File: src/rtl/alu_pkg.sv
// Shared ALU definitions: operation encoding used by the ALU and by the control unit.
package alu_pkg;

  localparam int ALU_OP_W = 3;

  typedef enum logic [ALU_OP_W-1:0] {
    ALU_And = 3'd0,
    ALU_Add = 3'd1,
    ALU_Sub = 3'd2,
    ALU_SLL = 3'd3,
    ALU_SLR = 3'd4
  } alu_op_t;

  // True for the ops that go through the shared adder/subtractor.
  function automatic logic uses_adder(input logic [ALU_OP_W-1:0] op);
    logic hit;
    case (op)
      3'd1:    hit = 1'b1;
      3'd2:    hit = 1'b1;
      default: hit = 1'b0;
    endcase
    return hit;
  endfunction

endpackage : alu_pkg

File: src/rtl/alu_datapath.sv
// Combinational ALU datapath: op decode, shared add/sub, shifter and next-flag generation.
// Optional ALU_OVERFLOW_EN adds a signed-overflow output for ADD/SUB.
module alu_datapath
  import alu_pkg::*;
#(
  parameter int WIDTH   = 32,
  parameter int SHAMT_W = $clog2(WIDTH)
) (
  input  logic [WIDTH-1:0]    a_i,
  input  logic [WIDTH-1:0]    b_i,
  input  logic [ALU_OP_W-1:0] op_i,
  output logic [WIDTH-1:0]    result_o,
  output logic                zero_o,
`ifdef ALU_OVERFLOW_EN
  output logic                overflow_o,
`endif
  output logic                negative_o
);

  alu_op_t              op_s;
  logic                 is_sub_s;
  logic [WIDTH-1:0]     b_eff_s;
  logic [WIDTH-1:0]     sum_s;
  logic [SHAMT_W-1:0]   shamt_s;
  logic [WIDTH-1:0]     sll_s;
  logic [WIDTH-1:0]     slr_s;
  logic [WIDTH-1:0]     result_s;

  assign op_s    = alu_op_t'(op_i);
  assign shamt_s = b_i[SHAMT_W-1:0];

  // Shared adder: subtraction is A + ~B + 1, so one carry chain serves both ops.
  always_comb begin
    is_sub_s = 1'b0;
    if (op_s == ALU_Sub) begin
      is_sub_s = 1'b1;
    end else begin
      is_sub_s = 1'b0;
    end
    b_eff_s = is_sub_s ? ~b_i : b_i;
    sum_s   = a_i + b_eff_s + {{(WIDTH-1){1'b0}}, is_sub_s};
  end

  // Logical shifters; upper bits of B never reach the shift amount.
  always_comb begin
    sll_s = a_i << shamt_s;
    slr_s = a_i >> shamt_s;
  end

  // Result select; reserved codes yield a defined zero.
  always_comb begin
    result_s = {WIDTH{1'b0}};
    case (op_s)
      ALU_And: result_s = a_i & b_i;
      ALU_Add: result_s = sum_s;
      ALU_Sub: result_s = sum_s;
      ALU_SLL: result_s = sll_s;
      ALU_SLR: result_s = slr_s;
      default: result_s = {WIDTH{1'b0}};
    endcase
  end

  // Next-state flags derived from the selected result.
  always_comb begin
    result_o   = result_s;
    zero_o     = (result_s == {WIDTH{1'b0}});
    negative_o = result_s[WIDTH-1];
  end

`ifdef ALU_OVERFLOW_EN
  // With B already inverted for SUB, both cases reduce to: same-sign inputs, differing result sign.
  always_comb begin
    overflow_o = 1'b0;
    if (uses_adder(op_i)) begin
      overflow_o = (a_i[WIDTH-1] == b_eff_s[WIDTH-1]) && (sum_s[WIDTH-1] != a_i[WIDTH-1]);
    end else begin
      overflow_o = 1'b0;
    end
  end
`endif

endmodule : alu_datapath

File: src/rtl/alu.sv
// Registered execute-stage ALU: result and flags captured every rising edge, async active-low reset.
// Optional ALU_OVERFLOW_EN adds the registered flag_overflow output.
module alu
  import alu_pkg::*;
#(
  parameter int WIDTH   = 32,
  parameter int SHAMT_W = $clog2(WIDTH)
) (
  input  logic                clock,
  input  logic                reset,
  input  logic [WIDTH-1:0]    A,
  input  logic [WIDTH-1:0]    B,
  input  logic [ALU_OP_W-1:0] sig_alu_op,
  output logic [WIDTH-1:0]    Output,
  output logic                flag_zero,
`ifdef ALU_OVERFLOW_EN
  output logic                flag_overflow,
`endif
  output logic                flag_negative
);

  logic [WIDTH-1:0] result_d;
  logic [WIDTH-1:0] result_q;
  logic             zero_d;
  logic             zero_q;
  logic             negative_d;
  logic             negative_q;
`ifdef ALU_OVERFLOW_EN
  logic             overflow_d;
  logic             overflow_q;
`endif

  alu_datapath #(
    .WIDTH   (WIDTH),
    .SHAMT_W (SHAMT_W)
  ) u_datapath (
    .a_i        (A),
    .b_i        (B),
    .op_i       (sig_alu_op),
    .result_o   (result_d),
    .zero_o     (zero_d),
`ifdef ALU_OVERFLOW_EN
    .overflow_o (overflow_d),
`endif
    .negative_o (negative_d)
  );

  // Result and flags share one edge so they always describe the same operation.
  always_ff @(posedge clock or negedge reset) begin
    if (!reset) begin
      result_q   <= {WIDTH{1'b0}};
      zero_q     <= 1'b0;
      negative_q <= 1'b0;
    end else begin
      result_q   <= result_d;
      zero_q     <= zero_d;
      negative_q <= negative_d;
    end
  end

`ifdef ALU_OVERFLOW_EN
  // Overflow flag register, same timing as the other flags.
  always_ff @(posedge clock or negedge reset) begin
    if (!reset) begin
      overflow_q <= 1'b0;
    end else begin
      overflow_q <= overflow_d;
    end
  end

  assign flag_overflow = overflow_q;
`endif

  assign Output        = result_q;
  assign flag_zero     = zero_q;
  assign flag_negative = negative_q;

endmodule : alu

File: config.mk
export PLATFORM = sky130hd
export DESIGN_NAME = alu
export DESIGN_NICKNAME = d
export VERILOG_FILES = /design/src/rtl/alu_pkg.sv /design/src/rtl/alu_datapath.sv /design/src/rtl/alu.sv
export SDC_FILE = /design/constraint.sdc
export NUM_CORES = 1
export LEC_CHECK = 0
export ABC_AREA = 0
export CAP_MARGIN = 20
export CORE_MARGIN = 2
export CORE_UTILIZATION = 50
export CTS_CLUSTER_DIAMETER = 120
export DETAILED_ROUTE_END_ITERATION = 7
export PLACE_DENSITY = 0.85
export SLEW_MARGIN = 25
export SYNTH_ARGS = -nofsm -noshare
export SYNTH_HDL_FRONTEND = slang
export SYNTH_SLANG_ARGS = --single-unit
File: constraint.sdc
create_clock -name clock -period 0.87 [get_ports clock]
set_input_delay 0.261 -clock clock [delete_from_list [all_inputs] [get_ports clock]]
set_output_delay 0.261 -clock clock [all_outputs]
set_load 0.005 [all_outputs]
==> out/summary.txt, run 1 <==
Die width: 128 um
Post-Synth XOR/XNOR Area: 4.65%
Synth Area in Compound Gates: 25.2%
Pre-CTS setup slack: -3.79 ns
Placed instance count: 1574
TritonCTS Buffers: 5
EDFF count, synth: 0
Num rows: 45
Synth async-reset ratio: 100%
Post-CTS Hold Buffers: 0
Root buffer cell: clkbuf_16
Vias in the first global route: 15.5k
Area leader, netlist: mux4_2
Yosys warns: 0
Pin count of the biggest net entering global routing: 37
Post-synthesis register bit count: 33
IO Pins: 103
Routability Congestion: 1.29
Avg Inst Size Synth: 8.18 um2
Post-Synth Simple-Gate Area: 20.9%
Prevailing post-synth register cell: dfrtp_1
Top-area cell type share of the netlist area: 14.0%
First Err: [ERROR GRT-0116] Global routing finished with congestion. Check the congestion regions in the DRC Viewer.
Synth area leaders: mux4_2, dfrtp_1, mux2i_1
Stop stage: global routing (5_1_grt)
Post-Synth Adder-Cell Area: 6.57%
Gr usage total: 78.9%
Multiplexer area fraction after synthesis: 26.2%
Clock Tree Buf Depth: 2
Grt total ovfl: 94
Status: did not finish
Largest family of logic cells by synthesized area: multiplexers
Post-Synthesis Cells: 945
Dpl hpwl: 31.8 mm
Syn nets: 1054
Sequential cell area fraction in the yosys report: 10.7%
# H-tree levels: 2
Clock Sinks: 33
Cell variety after synth: 82
IO buf count: 102
Mapped Area: 7730 um2
First-pass GRT wire length: 97.8 mm
Initial core utilization: 51.0%
Vert. Die Dim: 128 um
[routing by layer]
| layer | track usage (%) | GRT overflow |
|---|---|---|
| met1 | 77.4 | 3 |
| met2 | 93.2 | 46 |
| met3 | 68.0 | 2 |
| met4 | 79.1 | 43 |
| met5 | 37.4 | 0 |
[through the flow]
| step | instance area, um2 | util, % |
|---|---|---|
| detailed placement | 12000 | 79.2 |
| global placement | 12000 | 79.2 |
| CTS | 13400 | 88.4 |
| floorplan | 8080 | - |
[cell families after synthesis]
group                    after synthesis
AND/OR/NAND/NOR                      322
AO/OA/AOI/OAI                        279
multiplexers                         129
buffers and inverters                101
XOR/XNOR                              41
adder cells (fa/ha/maj)               40
flip-flops                            33
[what timing repair did]
item,CTS
resized for setup,373
pin swaps,73
cloned,3
setup endpoints to repair,67
buffers inserted,75
[Yosys cell counts, drive strengths merged (15+ instances only)]
library cell	number
mux2i	51
mux4	54
nand3	42
a211oi	18
inv	19
clkbuf	42
a21oi	61
o21ai	37
mux2	24
nor2	69
nand2	95
buf	39
nor3	16
a21o	15
o211ai	23
ha	39
dfrtp	33
xor2	31
==> run 2, diff against run 1 <==
CORE_UTILIZATION = 35   (was 50)
CTS_CLUSTER_DIAMETER = default   (was 120)
PLACE_DENSITY = default   (was 0.85)
PLACE_DENSITY_LB_ADDON = 0.15   (was default)
==> out/summary.txt, run 2 <==
Drt initial violations: 916
Wirelength per Cell: 23.2 um
Gr usage total: 34.5%
Post-Synthesis Cells: 945 (unchanged)
Crit end category: register
Largest family of logic cells by synthesized area: multiplexers
Critical path launch point type: input pin
Maxcap violations: 0
RSZ-0062 raised after global routing: true
Root buffer cell: clkbuf_16
TritonCTS clock tree: yes
Leakage Power: 6.67 nW
Cell variety after synth: 82 (unchanged)
Number of vias per cell: 5.91
Share of cells above drive strength 1: 54.9%
IO Pins: 103 (unchanged)
Max FFs per register: 31
Post-DRT Antenna Nets: 0
Initial core utilization: 35.5% (-16 points)
Post-synthesis register bit count: 33 (unchanged)
Final Core Density: 66.4%
Pin count of the biggest net entering global routing: 34
Num rows: 54 (+20%)
Final Slew Violations: 0
Multiplexer area fraction after synthesis: 26.2% (unchanged)
EDFF count, synth: 0 (unchanged)
Post-Synth Simple-Gate Area: 20.9% (unchanged)
Fmax: 260 MHz
Synth async-reset ratio: 100% (unchanged)
Hold Vio Cnt, Final: 0
Dpl hpwl: 33.3 mm (+4.8%)
VDD IR max: 768 uV
Fin worst setup slack: -2.98 ns
Critical path arrival: 4.04 ns
Avg Inst Size Synth: 8.18 um2 (unchanged)
Crit path required time: 1.06 ns
Most numerous cell in the Yosys netlist: nand2_1
Core Box Area: 21800 um2
Area leader, netlist: mux4_2
Post-Synth XOR/XNOR Area: 4.65% (unchanged)
Yosys warns: 0 (unchanged)
Failing checks: setup timing
Crit share post-route: 443%
Cell area power density: 967 nW/um2
Diodes inserted: 0
Crit Path Category: input pin to register
Status: finished with violations
Initial antenna violation count: 1
Vias in the first global route: 10.5k
Synth-to-layout area growth: 86.9%
Commonest non-fill, non-tap cells in the layout: buf_4, nand2_1, nor2_1
Syn nets: 1054 (unchanged)
Top cells by count, synth: nand2_1, nor2_1, a21oi_1
Routability Congestion: 1.05 (-18%)
Die width: 153 um (+19%)
Clock Tree Buf Depth: 2 (unchanged)
Pre-CTS setup slack: -3.65 ns (+0.145 ns)
Total wire length: 42.2 mm
DR pass1 iterations: 7
Nets@finish: 1646
Slew margin rel.: 50.0%
Vert. Die Dim: 153 um (+19%)
Actual slew at the worst max-slew pin: 0.731 ns
Die ar.: 23300 um2
Top-area cell type share of the netlist area: 14.0% (unchanged)
Largest fanout on the critical path: 8
Minimum clock period: 3.85 ns
IO buf count: 102 (unchanged)
TritonCTS Buffers: 5 (unchanged)
Hold Path Class: input pin to async pin
Via count: 10.8k
Prevailing post-synth register cell: dfrtp_1
Clk pin slew, worst setup/hold paths: 0.05 ns
First-pass GRT wire length: 62.5 mm
Post-CTS Hold Buffers: 0 (unchanged)
Setup violations, final: 67
# H-tree levels: 2 (unchanged)
Final TNS setup: -68.42 ns
Post-Synth Adder-Cell Area: 6.57% (unchanged)
# DRC: 0
Synth area leaders: mux4_2, dfrtp_1, mux2i_1
Synth Area in Compound Gates: 25.2% (unchanged)
Commonest non-fill, non-tap cell in the layout: buf_4
Sequential cell area fraction in the yosys report: 10.7% (unchanged)
Clock Sinks: 33 (unchanged)
Mapped Area: 7730 um2 (unchanged)
Grt total ovfl: 0
run 2: cell counts after synthesis:
Identical to the previous run, type by type.
run 2: kinds of logic after synthesis:
group,Yosys count
and+or+nand+nor,322
AOI/OAI and AO/OA,279
muxes,129
buffers and inverters,101
xor gates and xnor gates,41
adders and majority gates,40
DFF,33
run 2: final cells by class:
type	instances	area, um2
flip-flops and latches	33	826
fillers	1810	7310
clock inverters	2	10.0
multi-input cells	811	7480
clock buffers	6	129
repair buffers	666	5570
inverters	20	83.8
well taps	280	350
run 2: how the worst max path moves through the flow:
| stage | startpoint | endpoint | slack (ns) | cells past startpoint |
|---|---|---|---|---|
| final | sig_alu_op[2] | flag_zero | -2.98 | 16 |
| after global placement | sig_alu_op[2] | flag_zero | -3.58 | 15 |
| after detailed placement | sig_alu_op[1] | flag_zero | -3.65 | 17 |
| after global routing | sig_alu_op[2] | flag_zero | -3.08 | 16 |
| after floorplan | sig_alu_op[1] | flag_zero | -2.89 | 16 |
| after CTS | sig_alu_op[0] | flag_zero | -3.08 | 16 |
run 2: report_power, final:
group	switching (W)	internal [W]
combinational	0.00502	0.00548
clock	0.000628	0.00105
sequential	0.0000429	0.00175
run 2: worst max-delay path, cell delays in order:
cell and delay (ns):
buf_6 0.10, nor3b_4 0.25, buf_8 0.22, buf_6 0.11, xor2_1 0.05, ha_1 0.33
nand4_1 0.16, or4_1 0.55, a21o_1 0.21, nand3_2 0.08, mux2_4 0.31, or4_1 0.39
or4_4 0.47, nor3_4 0.20, nand4bb_1 0.18, nor4_4 0.16
run 2: timing repair:
action                     in CTS  in global routing
buffers inserted               70                 30
resized for setup             397                 66
setup endpoints to repair      67                 67
gates cloned                    2                  0
pin swaps                      68                 76
run 2: routing by layer:
layer | track usage, % | vias up | part of all wire [%]
met5 | 0 | - | 0.031
met4 | 13.5 | 2 | 4.4
met3 | 4.69 | 105 | 8.6
met2 | 55.4 | 565 | 45
li1 | - | 4885 | -
met1 | 47.1 | 5196 | 42
run 2: through the flow:
step | hold slack, ns | total power, W | instance area (um2) | std cells
floorplan | -0.0346 | 0.00580 | 8080 | 945
global placement | 0.646 | 0.0106 | 12600 | 1724
detailed placement | 0.646 | 0.0107 | 12600 | 1724
CTS | 0.354 | 0.0133 | 14000 | 1798
global route | 0.374 | 0.0146 | 14400 | 1818
finish | 0.345 | 0.0140 | 14400 | 1818
Note: power is estimated with default switching activity, not from simulation.
